`config.mk`:
```
export PLATFORM = sky130hd
export DESIGN_NAME = fp_pack
export DESIGN_NICKNAME = d
export VERILOG_FILES = /design/src/rtl/fp_pack.sv
export SDC_FILE = /design/constraint.sdc
export NUM_CORES = 1
export LEC_CHECK = 0
export BUFFER_PORTS_ARGS = -buffer_cell sky130_fd_sc_hd__buf_2
export CORE_MARGIN = 2
export CORE_UTILIZATION = 51
export DETAILED_ROUTE_END_ITERATION = 16
export PLACE_DENSITY = 0.75
export SYNTH_ARGS = -nofsm -noshare
export SYNTH_HDL_FRONTEND = slang
export SYNTH_SLANG_ARGS = --single-unit
export TNS_END_PERCENT = 10
```
`constraint.sdc`:
```
create_clock -name clk -period 2.1 [get_ports clk]
set_clock_uncertainty 0.2 [all_clocks]
set_input_delay 0.42 -clock clk [delete_from_list [all_inputs] [get_ports clk]]
set_output_delay 0.42 -clock clk [all_outputs]
set_load 0.02 [all_outputs]
```
`src/rtl/fp_pack.sv`:
```
// fp_pack: packs a rounded floating-point result into a sign/exponent/fraction
// word through a 2-stage valid/ready pipeline with sticky overflow/underflow.
module fp_pack #(
    parameter int unsigned DATA_W = 32,
    parameter int unsigned EXP_W  = 8
) (
    input  logic                    clk,
    input  logic                    rst_n,
    input  logic                    clear,
    input  logic                    in_valid,
    output logic                    in_ready,
    input  logic                    in_sign,
    input  logic [EXP_W+1:0]        in_exp,
    input  logic [DATA_W-EXP_W-1:0] in_man,
    input  logic                    in_nan,
    input  logic                    in_inf,
    input  logic                    in_zero,
    output logic                    out_valid,
    input  logic                    out_ready,
    output logic [DATA_W-1:0]       out_data,
    output logic                    out_overflow,
    output logic                    out_underflow,
    output logic                    sticky_overflow,
    output logic                    sticky_underflow
);

    localparam int unsigned MAN_W  = DATA_W - EXP_W;
    localparam int unsigned FRAC_W = MAN_W - 1;
    localparam int unsigned EXPI_W = EXP_W + 2;
    localparam int unsigned SHF_W  = EXP_W + 3;
    localparam int unsigned SH_W   = $clog2(MAN_W);

    localparam logic signed [EXPI_W-1:0] EXP_INF  = EXPI_W'(2**EXP_W - 1);
    localparam logic signed [EXPI_W-1:0] EXP_ZERO = '0;
    localparam logic [EXP_W-1:0]         EXP_ONES = '1;
    localparam logic [MAN_W-1:0]         QNAN_MAN = MAN_W'(1) << (MAN_W - 2);

    // Both stages move together; a full, stalled output freezes the pipe.
    logic adv;
    logic xfer;

    logic signed [EXPI_W-1:0] exp_s;
    logic signed [SHF_W-1:0]  shift_full;

    logic               s1_sign_d;
    logic [EXP_W-1:0]   s1_exp_d;
    logic [MAN_W-1:0]   s1_man_d;
    logic [SH_W-1:0]    s1_shift_d;
    logic               s1_ovf_d;
    logic               s1_unf_d;

    logic               s1_valid_q;
    logic               s1_sign_q;
    logic [EXP_W-1:0]   s1_exp_q;
    logic [MAN_W-1:0]   s1_man_q;
    logic [SH_W-1:0]    s1_shift_q;
    logic               s1_ovf_q;
    logic               s1_unf_q;

    logic [FRAC_W-1:0]  frac_d;
    logic [DATA_W-1:0]  out_data_d;

    logic               out_valid_q;
    logic [DATA_W-1:0]  out_data_q;
    logic               out_ovf_q;
    logic               out_unf_q;
    logic               sticky_ovf_q;
    logic               sticky_unf_q;

    assign adv        = ~out_valid_q | out_ready;
    assign in_ready   = adv;
    assign xfer       = out_valid_q & out_ready;
    assign exp_s      = in_exp;
    assign shift_full = SHF_W'(1) - SHF_W'(exp_s);

    // Stage-1 classification in fixed priority: NaN, Inf, zero, overflow, normal, subnormal.
    always_comb begin
        s1_sign_d  = in_sign;
        s1_exp_d   = '0;
        s1_man_d   = '0;
        s1_shift_d = '0;
        s1_ovf_d   = 1'b0;
        s1_unf_d   = 1'b0;
        if (in_nan) begin
            s1_sign_d = 1'b0;
            s1_exp_d  = EXP_ONES;
            s1_man_d  = QNAN_MAN;
        end else if (in_inf) begin
            s1_exp_d = EXP_ONES;
        end else if (in_zero) begin
            s1_exp_d = '0;
        end else if (exp_s >= EXP_INF) begin
            s1_exp_d = EXP_ONES;
            s1_ovf_d = 1'b1;
        end else if (exp_s > EXP_ZERO) begin
            s1_exp_d = in_exp[EXP_W-1:0];
            s1_man_d = in_man;
        end else begin
            // Denormalize by truncation; shifts past the mantissa flush to signed zero.
            s1_unf_d = |in_man;
            if ($unsigned(shift_full) < SHF_W'(MAN_W)) begin
                s1_man_d   = in_man;
                s1_shift_d = SH_W'(shift_full);
            end
        end
    end

    // Stage-2 pack: apply the registered shift and assemble the word.
    always_comb begin
        frac_d     = FRAC_W'(s1_man_q >> s1_shift_q);
        out_data_d = {s1_sign_q, s1_exp_q, frac_d};
    end

    // Stage-1 register.
    always_ff @(posedge clk or negedge rst_n) begin
        if (!rst_n) begin
            s1_valid_q <= 1'b0;
            s1_sign_q  <= 1'b0;
            s1_exp_q   <= '0;
            s1_man_q   <= '0;
            s1_shift_q <= '0;
            s1_ovf_q   <= 1'b0;
            s1_unf_q   <= 1'b0;
        end else if (adv) begin
            s1_valid_q <= in_valid & in_ready;
            s1_sign_q  <= s1_sign_d;
            s1_exp_q   <= s1_exp_d;
            s1_man_q   <= s1_man_d;
            s1_shift_q <= s1_shift_d;
            s1_ovf_q   <= s1_ovf_d;
            s1_unf_q   <= s1_unf_d;
        end
    end

    // Output stage register.
    always_ff @(posedge clk or negedge rst_n) begin
        if (!rst_n) begin
            out_valid_q <= 1'b0;
            out_data_q  <= '0;
            out_ovf_q   <= 1'b0;
            out_unf_q   <= 1'b0;
        end else if (adv) begin
            out_valid_q <= s1_valid_q;
            out_data_q  <= out_data_d;
            out_ovf_q   <= s1_ovf_q;
            out_unf_q   <= s1_unf_q;
        end
    end

    // Sticky flags: clear takes effect before the transferring beat sets.
    always_ff @(posedge clk or negedge rst_n) begin
        if (!rst_n) begin
            sticky_ovf_q <= 1'b0;
            sticky_unf_q <= 1'b0;
        end else begin
            sticky_ovf_q <= (clear ? 1'b0 : sticky_ovf_q) | (xfer & out_ovf_q);
            sticky_unf_q <= (clear ? 1'b0 : sticky_unf_q) | (xfer & out_unf_q);
        end
    end

    assign out_valid        = out_valid_q;
    assign out_data         = out_data_q;
    assign out_overflow     = out_ovf_q;
    assign out_underflow    = out_unf_q;
    assign sticky_overflow  = sticky_ovf_q;
    assign sticky_underflow = sticky_unf_q;

endmodule

```
Yosys cells after proc, flatten, opt, wreduce, memory -nomap -nowiden
Cells that the tools add are included.
- $add $sub $neg: 1
- $lt $le $gt $ge: 3
- shift operators: 1
- multiplexer cells: 29
- bitwise operators: 8
- reduce and logical (&&, ||, !) cells: 1
- operator list (kind ; number):
    $mux 24 ; 6
    $mux 8 ; 5
    $mux 5 ; 6
    $reduce_or 24->1 ; 1
    $shr 24x5->23 ; 1
    $mux 1 ; 12
    $lt 11x5->1 const B ; 1
    $sub 2x10->11 const A ; 1
    $ge 10x9->1 const B ; 1
    $gt 10x1->1 const B ; 1
    $and 1x1->1 ; 4
    $or 1x1->1 ; 3
    $not 1->1 ; 1
- register bits: 78
- bits of input ports: 43
- output and inout port bits: 38
- logic and storage cells: 56

Depth between registers and ports, before layout
Gate-level depths: netlist of run 1.
- depth in word-level cells: 8
- depth in mapped cells: 9
- gate-level depth less buffers: 8

Worst setup path before layout of run 1
OpenSTA, ideal clock, no wires.
- path kind: input-to-reg
- start point: in in_exp[1]
- end point: reg s1_man_q[14]
- setup time: 0.133 ns
- data arrival time: 2.079 ns
- data required time: 1.767 ns
- slack: -0.313 ns
- stages on the path: 9
- path buffers: 1
- cells stage by stage: inv_1 -> ha_1 -> or3b_4 -> mux2i_1 -> a41oi_1 -> a31oi_1 -> nor2_1 -> clkbuf_1 -> o21ai_0
- longest elaborated chain between the ends: 8
- elaborated cells on any way between the ends: 10
- classes of those cells: 1 x add/sub; 3 x order compare; 6 x mux
- RTL lines (what ; line ; RTL):
    from (decl) ; 13 ; input logic [EXP_W+1:0] in_exp,
    $sub 2x10->11 ; 74 ; assign shift_full = SHF_W'(1) - SHF_W'(exp_s);
    $lt 11x5->1 ; 101 ; if ($unsigned(shift_full) < SHF_W'(MAN_W)) begin
    $mux 24 ; 101 ;
    $mux 24 ; 95 ; end else if (exp_s > EXP_ZERO) begin
    $mux 24 * ; 92 ; end else if (exp_s >= EXP_INF) begin
    $mux 24 * ; 90 ; end else if (in_zero) begin
    $mux 24 * ; 88 ; end else if (in_inf) begin
    $mux 24 * ; 84 ; if (in_nan) begin
    to (signal assigned) ; 128 ; s1_man_q <= s1_man_d;
    to (decl) ; 55 ; logic [MAN_W-1:0] s1_man_q;
Every way passes the cells marked *; elsewhere a longest branch is shown, timed or not.
A chain may end at the register's enable or synchronous reset.

Final worst setup path of run 1
- start point: reg s1_shift_q[1]
- end point: reg out_data_q[7], in the netlist out_data[7]
- longest elaborated chain between the ends: 1
- RTL lines (what ; line ; RTL):
    from (decl) ; 56 ; logic [SH_W-1:0] s1_shift_q;
    from (signal assigned) ; 129 ; s1_shift_q <= s1_shift_d;
    $shr 24x5->23 ; 110 ; frac_d = FRAC_W'(s1_man_q >> s1_shift_q);
    to (signal assigned) ; 144 ; out_data_q <= out_data_d;
    to (decl) ; 64 ; logic [DATA_W-1:0] out_data_q;
Every way passes these cells.

==> results of run 1 <==
## logic make-up after synthesis
kind of cell    after synthesis
compound gates              147
fa+ha+maj                     1
flops                        78
buf+inv                      44
mux                          39
simple gates                179
xor+xnor                      2
## per-layer routing
layer / wire [um] / global-route usage
met2: 6010 / 0.415
met4: 245 / 0.101
met3: 707 / 0.0272
met1: 5470 / 0.385
met5: 0 / 0
## final timing paths
kind | start | to | slack, ns | depth (start not counted)
setup / recovery | s1_shift_q[1] | out_data[7] | -0.05 | 6
hold / removal | clear | sticky_overflow | 0.04 | 2
setup reg to reg | s1_shift_q[1] | out_data[7] | -0.05 | 6
hold reg to reg | s1_valid_q | s1_valid_q | 0.27 | 2
max in group asynchronous | rst_n | s1_shift_q[0] | 0.80 | 3
min in group asynchronous | rst_n | sticky_overflow | 0.30 | 2
## through the flow
step | utilization | power, mW
5_1_grt | 0.678 | 3.47
4_1_cts | 0.665 | 3.33
3_3_place_gp | 0.638 | 2.27
6_report | 0.678 | 3.32
3_5_place_dp | 0.638 | 2.29
2_1_floorplan | - | 1.98
## layout by cell type, fill, tap and decap left out, types with 4 or more instances in the layout
cell type	synthesis	routed
a21oi_1	25	24
a22o_1	10	10
a22oi_1	24	24
buf_12	0	4
buf_2	6	79
buf_4	1	64
buf_6	0	5
clkbuf_8	0	9
clkinvlp_4	0	4
dfrtp_1	78	77
inv_1	9	7
mux2_2	8	5
mux2i_1	16	12
mux4_2	15	15
nand2_1	103	101
nand3_1	6	6
nor2_1	31	30
nor3_1	4	4
nor4_1	7	6
o21ai_0	50	42
o21ai_1	6	12
o22ai_1	6	6
## state kept, by name (all words and copies together) (netlist names), 5 cells and up
register / flops
s1_man_q: 24
out_data: 32
s1_exp_q: 8
s1_shift_q: 5
## where the power goes
part           internal, mW  switching (mW)  total, mW
Clock                 0.442           0.606       1.05
Combinational         0.239           0.386      0.626
Sequential             1.59          0.0585       1.65
Total                  2.27            1.05       3.32
## layout make-up
| type | count | area share |
|---|---|---|
| multi-input cells | 368 | 0.424 |
| flip-flops and latches | 78 | 0.333 |
| repair buffers | 154 | 0.177 |
| well taps | 108 | 0.0231 |
| clock buffers | 9 | 0.0211 |
| inverters | 12 | 0.0111 |
| clock inverters | 7 | 0.0100 |
## timing repair
action,4_1_cts,5_1_grt
resized for setup,10,30
endpoints found under the setup margin,6,42
hold buffers,1,0
setup buffers,0,4
pin swaps,2,5
endpoints found under the hold margin,28,0
==> summary.txt, run 1 <==
Status -> finished, violations left
Failing checks -> negative setup slack
Largest family of logic cells by synthesized area -> compound AO/OA/AOI/OAI gates
Largest net degree at the start of global routing -> 51
Final worst-path cycle share -> 1.03
Top post-synthesis cells by area -> dfrtp_1 44%, nand2_1 8.6%, mux4_2 7.5%
Most frequent cells after synthesis -> 103 x nand2_1, 78 x dfrtp_1, 50 x o21ai_0, 31 x nor2_1, 25 x a21oi_1
Crit path kind -> reg -> reg
CTS tree -> yes
Post-DP Area -> 5510 sq um
Post-Synth Adder-Cell Area -> 0.00279
Syn nets -> 534
Number of flops mapped to enable cells by yosys -> 0
I/O pins -> 81
Dpl cells -> 715
Die X -> 97.8 um
Clock buffer count from CTS -> 9
CP max-delay cell -> mux4_2
Setup slack at placement -> -0.383 ns
Minimum clock period -> 2.15 ns
RSZ-0062 raised after global routing -> yes
GP Congestion -> 0.908
Die height -> 97.8 um
Mapped cell area -> 4490 sq um
Global-route wire length before repair -> 20,600 um
Async SR Flop Fraction -> 1.00
Initial antenna violation count -> 0
Crit. End Element -> register
XOR/XNOR Fraction of Synth Area -> 0.00390
Area Growth Syn to Fin -> 30.6%
Yosys reg bits -> 78
Cell taking the most area after synthesis -> dfrtp_1
Worst-margin pin slew -> 0.581 ns
Leakage -> 2.63 nW
Top-count cell post-synth -> nand2_1
Initial cell density of the core -> 0.520
Clk root buf -> clkbuf_8
Vias in the first global route -> 4,138
First-pass DRT Iterations -> 5
Startpoint types -> register
Crit path arrival time -> 2.20 ns
CP dominant cell by count -> buf_4
FF/Latch Area -> 1950 sq um
Compound-Gate Fraction of Synth Area -> 0.207
Post-route insts no fill -> 736
CTS sink cnt -> 78
Clock slew at reported path FFs -> 0.09 ns
Drt total wl -> 12,400 um
Worst path required time -> 2.15 ns
Largest stage delay on the critical path -> 0.51 ns
H-Tree Depth -> 3
Synth Instances -> 490
Vias -> 4,351
Port Buffers -> 80
Maximum buffer depth of the clock tree -> 2
Antenna cells -> 0
Sequential fraction of the synthesis area -> 0.435
Final setup fails -> 3
Share of layout cells above drive strength 1 -> 0.360
Top cell type's share of synthesized area -> 0.435
Final Hold Viols -> 0
Fin nets -> 667
Yosys warns -> 0
Synth Area in Simple Gates -> 0.181
Grt ovf -> 0
Critical-path cell list -> buf_4 -> mux4_2 -> buf_4 -> mux2_2 -> a221oi_2 -> a21oi_1
Crit path max fanout -> 2
Syn_area_per_cell -> 9.16 sq um
Dpl hpwl -> 9130 um
Setup TNS Final -> -0.0850 ns
Buffers & Inverters on Critical Path -> 2
Rel. slew slack -> 0.611
Post-route cell area -> 5860 sq um
Core area -> 8640 sq um
Max Freq -> 464 MHz
Antenna Nets Post-Route -> 0
VDD IR-drop max -> 0.344 mV
Detailed-route vias per instance -> 5.91
Multi-input gate area -> 2490 sq um
GR Util All Layers -> 0.265
Drt wl/cell -> 16.9 um
Iter 0 DRT Violations -> 231
PwrDens -> 567 nW/um^2
Hold slack final -> 0.0426 ns
# fillers -> 684
Placement Rows -> 34
Final slew viol count -> 0
HP Class -> in -> reg
Post-synth top flop -> dfrtp_1
Remaining DRCs -> 0
Max Cap Viol -> 0
Setup slack after layout -> -0.0535 ns
Netlist cell types -> 52
Clock Latency Late Sink -> 0.37 ns
CP delay by family, top -> multiplexers
DIE AREA -> 9560 sq um
Mux share of post-synthesis cell area -> 0.131
(Power assumes the default switching activity.)
==> run 2, diff against run 1 <==
ABC_AREA = 1   (was not set)
CTS_CLUSTER_SIZE = 14   (was not set)
==> summary.txt, run 2 <==
Status -> finished clean
Clk root buf -> clkbuf_8
Cell taking the most area after synthesis -> dfrtp_1
Rel. slew slack -> 0.629
VDD IR-drop max -> 0.320 mV
Startpoint types -> register
Synth Instances -> 598
Min-delay src -> in_valid
Clock Latency Late Sink -> 0.35 ns
Hold Crit Depth -> 3
Post-synth top flop -> dfrtp_1
Syn_area_per_cell -> 7.49 sq um
DIE AREA -> 9550 sq um
Fin nets -> 724
Drt wl/cell -> 13.8 um
Number of flops mapped to enable cells by yosys -> 0
Async SR Flop Fraction -> 1.00
Worst path required time -> 2.15 ns
Final slew viol count -> 0
PwrDens -> 602 nW/um^2
Largest net degree at the start of global routing -> 46
Yosys warns -> 0
Reg2Reg Depth -> 8
CTS tree -> yes
Dpl cells -> 775
Top cell type's share of synthesized area -> 0.436
R2r setup slk -> 0.09 ns
Detailed-route vias per instance -> 5.40
HP Class -> in -> reg
Mapped cell area -> 4480 sq um
Initial cell density of the core -> 0.519
Port Buffers -> 80
CP dominant cell by count -> nand2_1
Most frequent cells in the layout -> 199 x nand2_1, 79 x buf_2, 77 x dfrtp_1, 71 x nand3_1, 36 x o21ai_0
Max Cap Viol -> 0
Clock buffer count from CTS -> 9
I/O pins -> 81
Antenna cells -> 0
Maximum buffer depth of the clock tree -> 2
First-pass DRT Iterations -> 5
Core area -> 8640 sq um
Reg-to-Reg Start -> s1_shift_q[0]
Leakage -> 2.77 nW
Buffers & Inverters on Critical Path -> 1
RR Endpoint -> out_data[3]
Sequential fraction of the synthesis area -> 0.436
Max reg flops -> 32
Setup slack at placement -> -0.0186 ns
Most frequent cells after synthesis -> 199 x nand2_1, 78 x dfrtp_1, 71 x nand3_1, 40 x o21ai_0, 32 x inv_1
Syn nets -> 642
Dpl hpwl -> 8200 um
Grt ovf -> 0
Max Freq -> 498 MHz
Iter 0 DRT Violations -> 274
Top-count cell post-synth -> nand2_1
Placement Rows -> 34
Area Growth Syn to Fin -> 17.1%
Netlist cell types -> 34
Crit path kind -> reg -> reg
Commonest non-fill, non-tap cell in the layout -> nand2_1
Setup slack after layout -> 0.0910 ns
Minimum clock period -> 2.01 ns
Die X -> 97.7 um
H-Tree Depth -> 3
Die height -> 97.7 um
Crit. End Element -> register
Final setup fails -> 0
Critical-path cell list -> buf_12 -> or2_2 -> o21ai_0 -> nand2_1 -> a31oi_1 -> o21ai_0 -> nand2_1 -> nand2_1
Hold Path End -> s1_valid_q
Crit path max fanout -> 20
Clock slew at reported path FFs -> 0.08 ns
Yosys reg bits -> 78
Global-route wire length before repair -> 18,900 um
GP Congestion -> 0.923
Final Hold Viols -> 0
Initial antenna violation count -> 0
GR Util All Layers -> 0.241
Top post-synthesis cells by area -> dfrtp_1 44%, nand2_1 17%, nand3_1 7.9%
Worst-margin pin slew -> 0.556 ns
CTS sink cnt -> 78
Largest stage delay on the critical path -> 0.46 ns
Antenna Nets Post-Route -> 0
Vias -> 4,278
Vias in the first global route -> 3,930
Share of layout cells above drive strength 1 -> 0.246
Critical path startpoint -> s1_shift_q[0]
RSZ-0062 raised after global routing -> yes
Post-route insts no fill -> 792
Drt total wl -> 10,900 um
Remaining DRCs -> 0
Crit path arrival time -> 2.06 ns
CP max-delay cell -> dfrtp_2
Final worst-path cycle share -> 0.957
CP delay by family, top -> compound AO/OA/AOI/OAI gates
Finished Core Util -> 0.607
==> run 2: cell types whose count changed after synthesis, sizes merged, moves of 4 or more <==
cell and change:
nand2 +98, a22oi -24, mux2 -8, nand3 +85, or2 +12, nor2 -4, o21ai -7, inv +27
a22o -6, mux4 -15, a211oi -4, mux2i -16
==> run 2: through the flow <==
step / total power [mW] / setup TNS (ns) / hold slack [ns] / cell area (sq um)
2_1_floorplan: 1.98 / 0 / -0.0756 / 4480
3_5_place_dp: 2.22 / -0.0675 / 0.114 / 5050
4_1_cts: 3.19 / 0 / 0.0631 / 5230
3_3_place_gp: 2.21 / 0 / 0.110 / 5050
5_1_grt: 3.32 / -0.0209 / 0.0785 / 5250
6_report: 3.16 / 0 / 0.0746 / 5250
==> run 2: worst max-delay path by stage <==
stage | endpoint | slack (ns) | cells after the start
after floorplan | s1_man_q[0] | 0.17 | 13
after global placement | s1_man_q[2] | 0.004 | 14
after detailed placement | s1_man_q[1] | -0.02 | 14
after CTS | out_data[1] | 0.07 | 10
after global routing | out_data[3] | -0.01 | 8
final | out_data[3] | 0.09 | 8
==> run 2: area by class of cell <==
class                   instances  area, sq um
repair buffers                104          623
clock buffers                  10          128
clock inverters                 5         37.5
flip-flops and latches         78         1950
multi-input cells             450         2230
well taps                     108          135
inverters                      37          141
fillers                       818         3390
==> run 2: cells by family (layout without fill, tap and decap cells) <==
| family | count (synthesis) | count (layout) | synth area share |
|---|---|---|---|
| flops | 78 | 78 | 0.436 |
| compound gates | 97 | 97 | 0.123 |
| buf+inv | 70 | 156 | 0.0710 |
| fa+ha+maj | 1 | 1 | 0.00279 |
| simple gates | 352 | 352 | 0.367 |
==> run 2: metal layers <==
layer / global-route usage / wire length [um] / vias up
met3: 0.0331 / 689 / 13
met1: 0.353 / 5110 / 1965
met2: 0.371 / 4970 / 153
met4: 0.0801 / 163 / 0
li1: - / - / 2147
met5: 0 / 0 / -
==> run 2: timing repair <==
| action | in CTS | in global routing |
|---|---|---|
| hold endpoints to repair | 16 | 0 |
| gates resized for setup | 0 | 10 |
| cloned | 0 | 0 |
| hold buffers | 1 | 0 |
| setup endpoints to repair | 1 | 11 |
| buffers inserted | 1 | 0 |
| pin swaps | 1 | 0 |
==> run 2: worst reg2reg max path: stages, from the launching register on <==
cell and delay [ns]:
dfrtp_2 0.46, buf_12 0.16, or2_2 0.28, o21ai_0 0.14
nand2_1 0.12, a31oi_1 0.28, o21ai_0 0.14, nand2_1 0.09
nand2_1 0.05
==> run 2: where the power goes <==
part | leakage (nW) | internal, mW | total, mW | switching [mW]
clock | 0.0783 | 0.424 | 0.969 | 0.544
sequential | 1.01 | 1.58 | 1.63 | 0.0417
combinational | 1.68 | 0.191 | 0.563 | 0.372
==> run 3, diff against run 2 <==
CORE_UTILIZATION = 45   (was 51)
PLACE_DENSITY = 0.67   (was 0.75)
SETUP_SLACK_MARGIN = 0.2   (was not set)
==> summary.txt, run 3 (synthesized netlist as in run 2, its figures left out) <==
Antenna Nets Post-Route -> 0
Port Buffers -> 80
Startpoint types -> register
Setup slack at placement -> -0.0453 ns
Int Pwr -> 2.35 mW
Crit path max fanout -> 6
CTS tree -> yes
I/O pins -> 81
Worst-margin pin slew -> 0.557 ns
Largest net degree at the start of global routing -> 51
Final worst-path cycle share -> 0.945
PwrDens -> 598 nW/um^2
Drt wl/cell -> 14.2 um
First-pass DRT Iterations -> 5
Area Growth Syn to Fin -> 26.6%
Antenna cells -> 0
Worst path required time -> 2.16 ns
Fin nets -> 729
Iter 0 DRT Violations -> 224
GR Util All Layers -> 0.218
Grt ovf -> 0
Clock power share -> 0.346
H-Tree Depth -> 3
Combinational power share -> 0.173
Status -> finished clean
RSZ-0062 raised after global routing -> yes
Vias in the first global route -> 4,079
Vias -> 4,301
Minimum clock period -> 1.98 ns
Dpl hpwl -> 8370 um
Flop pwr share -> 0.481
Crit path kind -> reg -> reg
Drt total wl -> 11,700 um
Most frequent cells in the layout -> 189 x nand2_1, 78 x buf_2, 77 x dfrtp_1, 55 x nand3_1, 36 x nand3_2
HP Class -> in -> reg
Crit. End Element -> register
Crit path arrival time -> 2.04 ns
Max Cap Viol -> 0
Initial antenna violation count -> 0
Clock buffer count from CTS -> 9
Share of layout cells above drive strength 1 -> 0.323
DIE AREA -> 10,800 sq um
Die height -> 104 um
Clock Latency Late Sink -> 0.36 ns
Placement Rows -> 36
Clock slew at reported path FFs -> 0.09 ns
Final setup fails -> 0
Sw frac -> 0.306
Clk root buf -> clkbuf_8
CTS sink cnt -> 78
Setup slack after layout -> 0.117 ns
Commonest non-fill, non-tap cell in the layout -> nand2_1
GP Congestion -> 0.881
Global-route wire length before repair -> 19,400 um
Final slew viol count -> 0
Die X -> 104 um
Total Power -> 3.39 mW
Final Hold Viols -> 0
Maximum buffer depth of the clock tree -> 2
Core area -> 9730 sq um
VDD IR-drop max -> 0.290 mV
Remaining DRCs -> 0
Initial cell density of the core -> 0.460
Leakage -> 2.86 nW
Detailed-route vias per instance -> 5.23
Rel. slew slack -> 0.628
P_sw -> 1.04 mW
Max Freq -> 504 MHz
Max reg flops -> 32
-- run 3: cell count changes in the layout (fill, tap and decap cells not counted), moves of 10 or more --
cell,before,now
nand2_1,199,189
nand2_2,2,12
nand3_1,71,55
nand3_2,20,36
o21ai_0,36,23
o21ai_2,3,13
-- run 3: cell type report --
cell class                      instances  area, sq um
Clock buffer                            9          124
Tap cell                              133          166
Clock inverter                          7         78.8
Timing Repair inverter                  1         8.76
Inverter                               37          160
Multi-Input combinational cell        450         2460
Sequential cell                        78         1960
Fill cell                             955         4060
Timing Repair Buffer                  108          711
-- run 3: path summary, 6_finish.rpt --
check                      cells past startpoint  slack (ns)           from                to
min                                            2        0.06          clear  sticky_underflow
min reg2reg                                    2        0.25     s1_valid_q         out_valid
max reg2reg                                   10        0.12  s1_shift_q[0]       out_data[3]
max                                           10        0.12  s1_shift_q[0]       out_data[3]
min in group asynchronous                      2        0.31          rst_n      out_data[24]
max in group asynchronous                      3        0.80          rst_n     s1_shift_q[0]
-- run 3: repair_timing --
item / 4_1_cts / 5_1_grt
hold buffers: 1 / 0
pin swaps: 0 / 20
hold endpoints to repair: 28 / 0
endpoints found under the setup margin: 17 / 43
resized for setup: 16 / 71
cloned: 0 / 4
setup buffers: 1 / 2
-- run 3: worst max-delay path, cell delays in order (launching register included) --
cell and delay (ns):
dfrtp_4 0.57, clkbuf_16 0.18, or2_2 0.31, o21ai_2 0.07, nand2_1 0.07, nand3_2 0.07, nand3_2 0.10, o21ai_1 0.10
nand2_1 0.08, nand2_1 0.07, nand2_1 0.05
-- run 3: routing by layer --
| metal | vias to the layer above | wire (um) | track usage |
|---|---|---|---|
| met5 | - | 0 | 0 |
| met4 | 0 | 153 | 0.0656 |
| met3 | 13 | 553 | 0.0378 |
| met2 | 124 | 5400 | 0.332 |
| met1 | 2011 | 5590 | 0.319 |
| li1 | 2153 | - | - |
-- run 3: stage by stage --
| step | area, sq um | utilization | cells | hold WS (ns) | setup TNS (ns) |
|---|---|---|---|---|---|
| final | 5670 | 0.583 | 823 | 0.0569 | 0 |
| after global routing | 5670 | 0.583 | 823 | 0.0521 | 0 |
| after CTS | 5350 | 0.550 | 817 | 0.0389 | 0 |
| after detailed placement | 5100 | 0.524 | 799 | 0.165 | -0.246 |
| after global placement | 5100 | 0.524 | 799 | 0.161 | -0.00984 |
| after floorplan | 4500 | - | 598 | -0.0756 | 0 |
-- run 3: power by group through the flow --
stage                     registers [mW]  clock network [mW]  logic (mW)
after CTS                           1.63                1.20       0.578
after global placement              1.65                   0       0.558
after floorplan                     1.72                   0       0.267
after global routing                1.64                1.26       0.651
final                               1.63                1.17       0.587
after detailed placement            1.66                   0       0.567
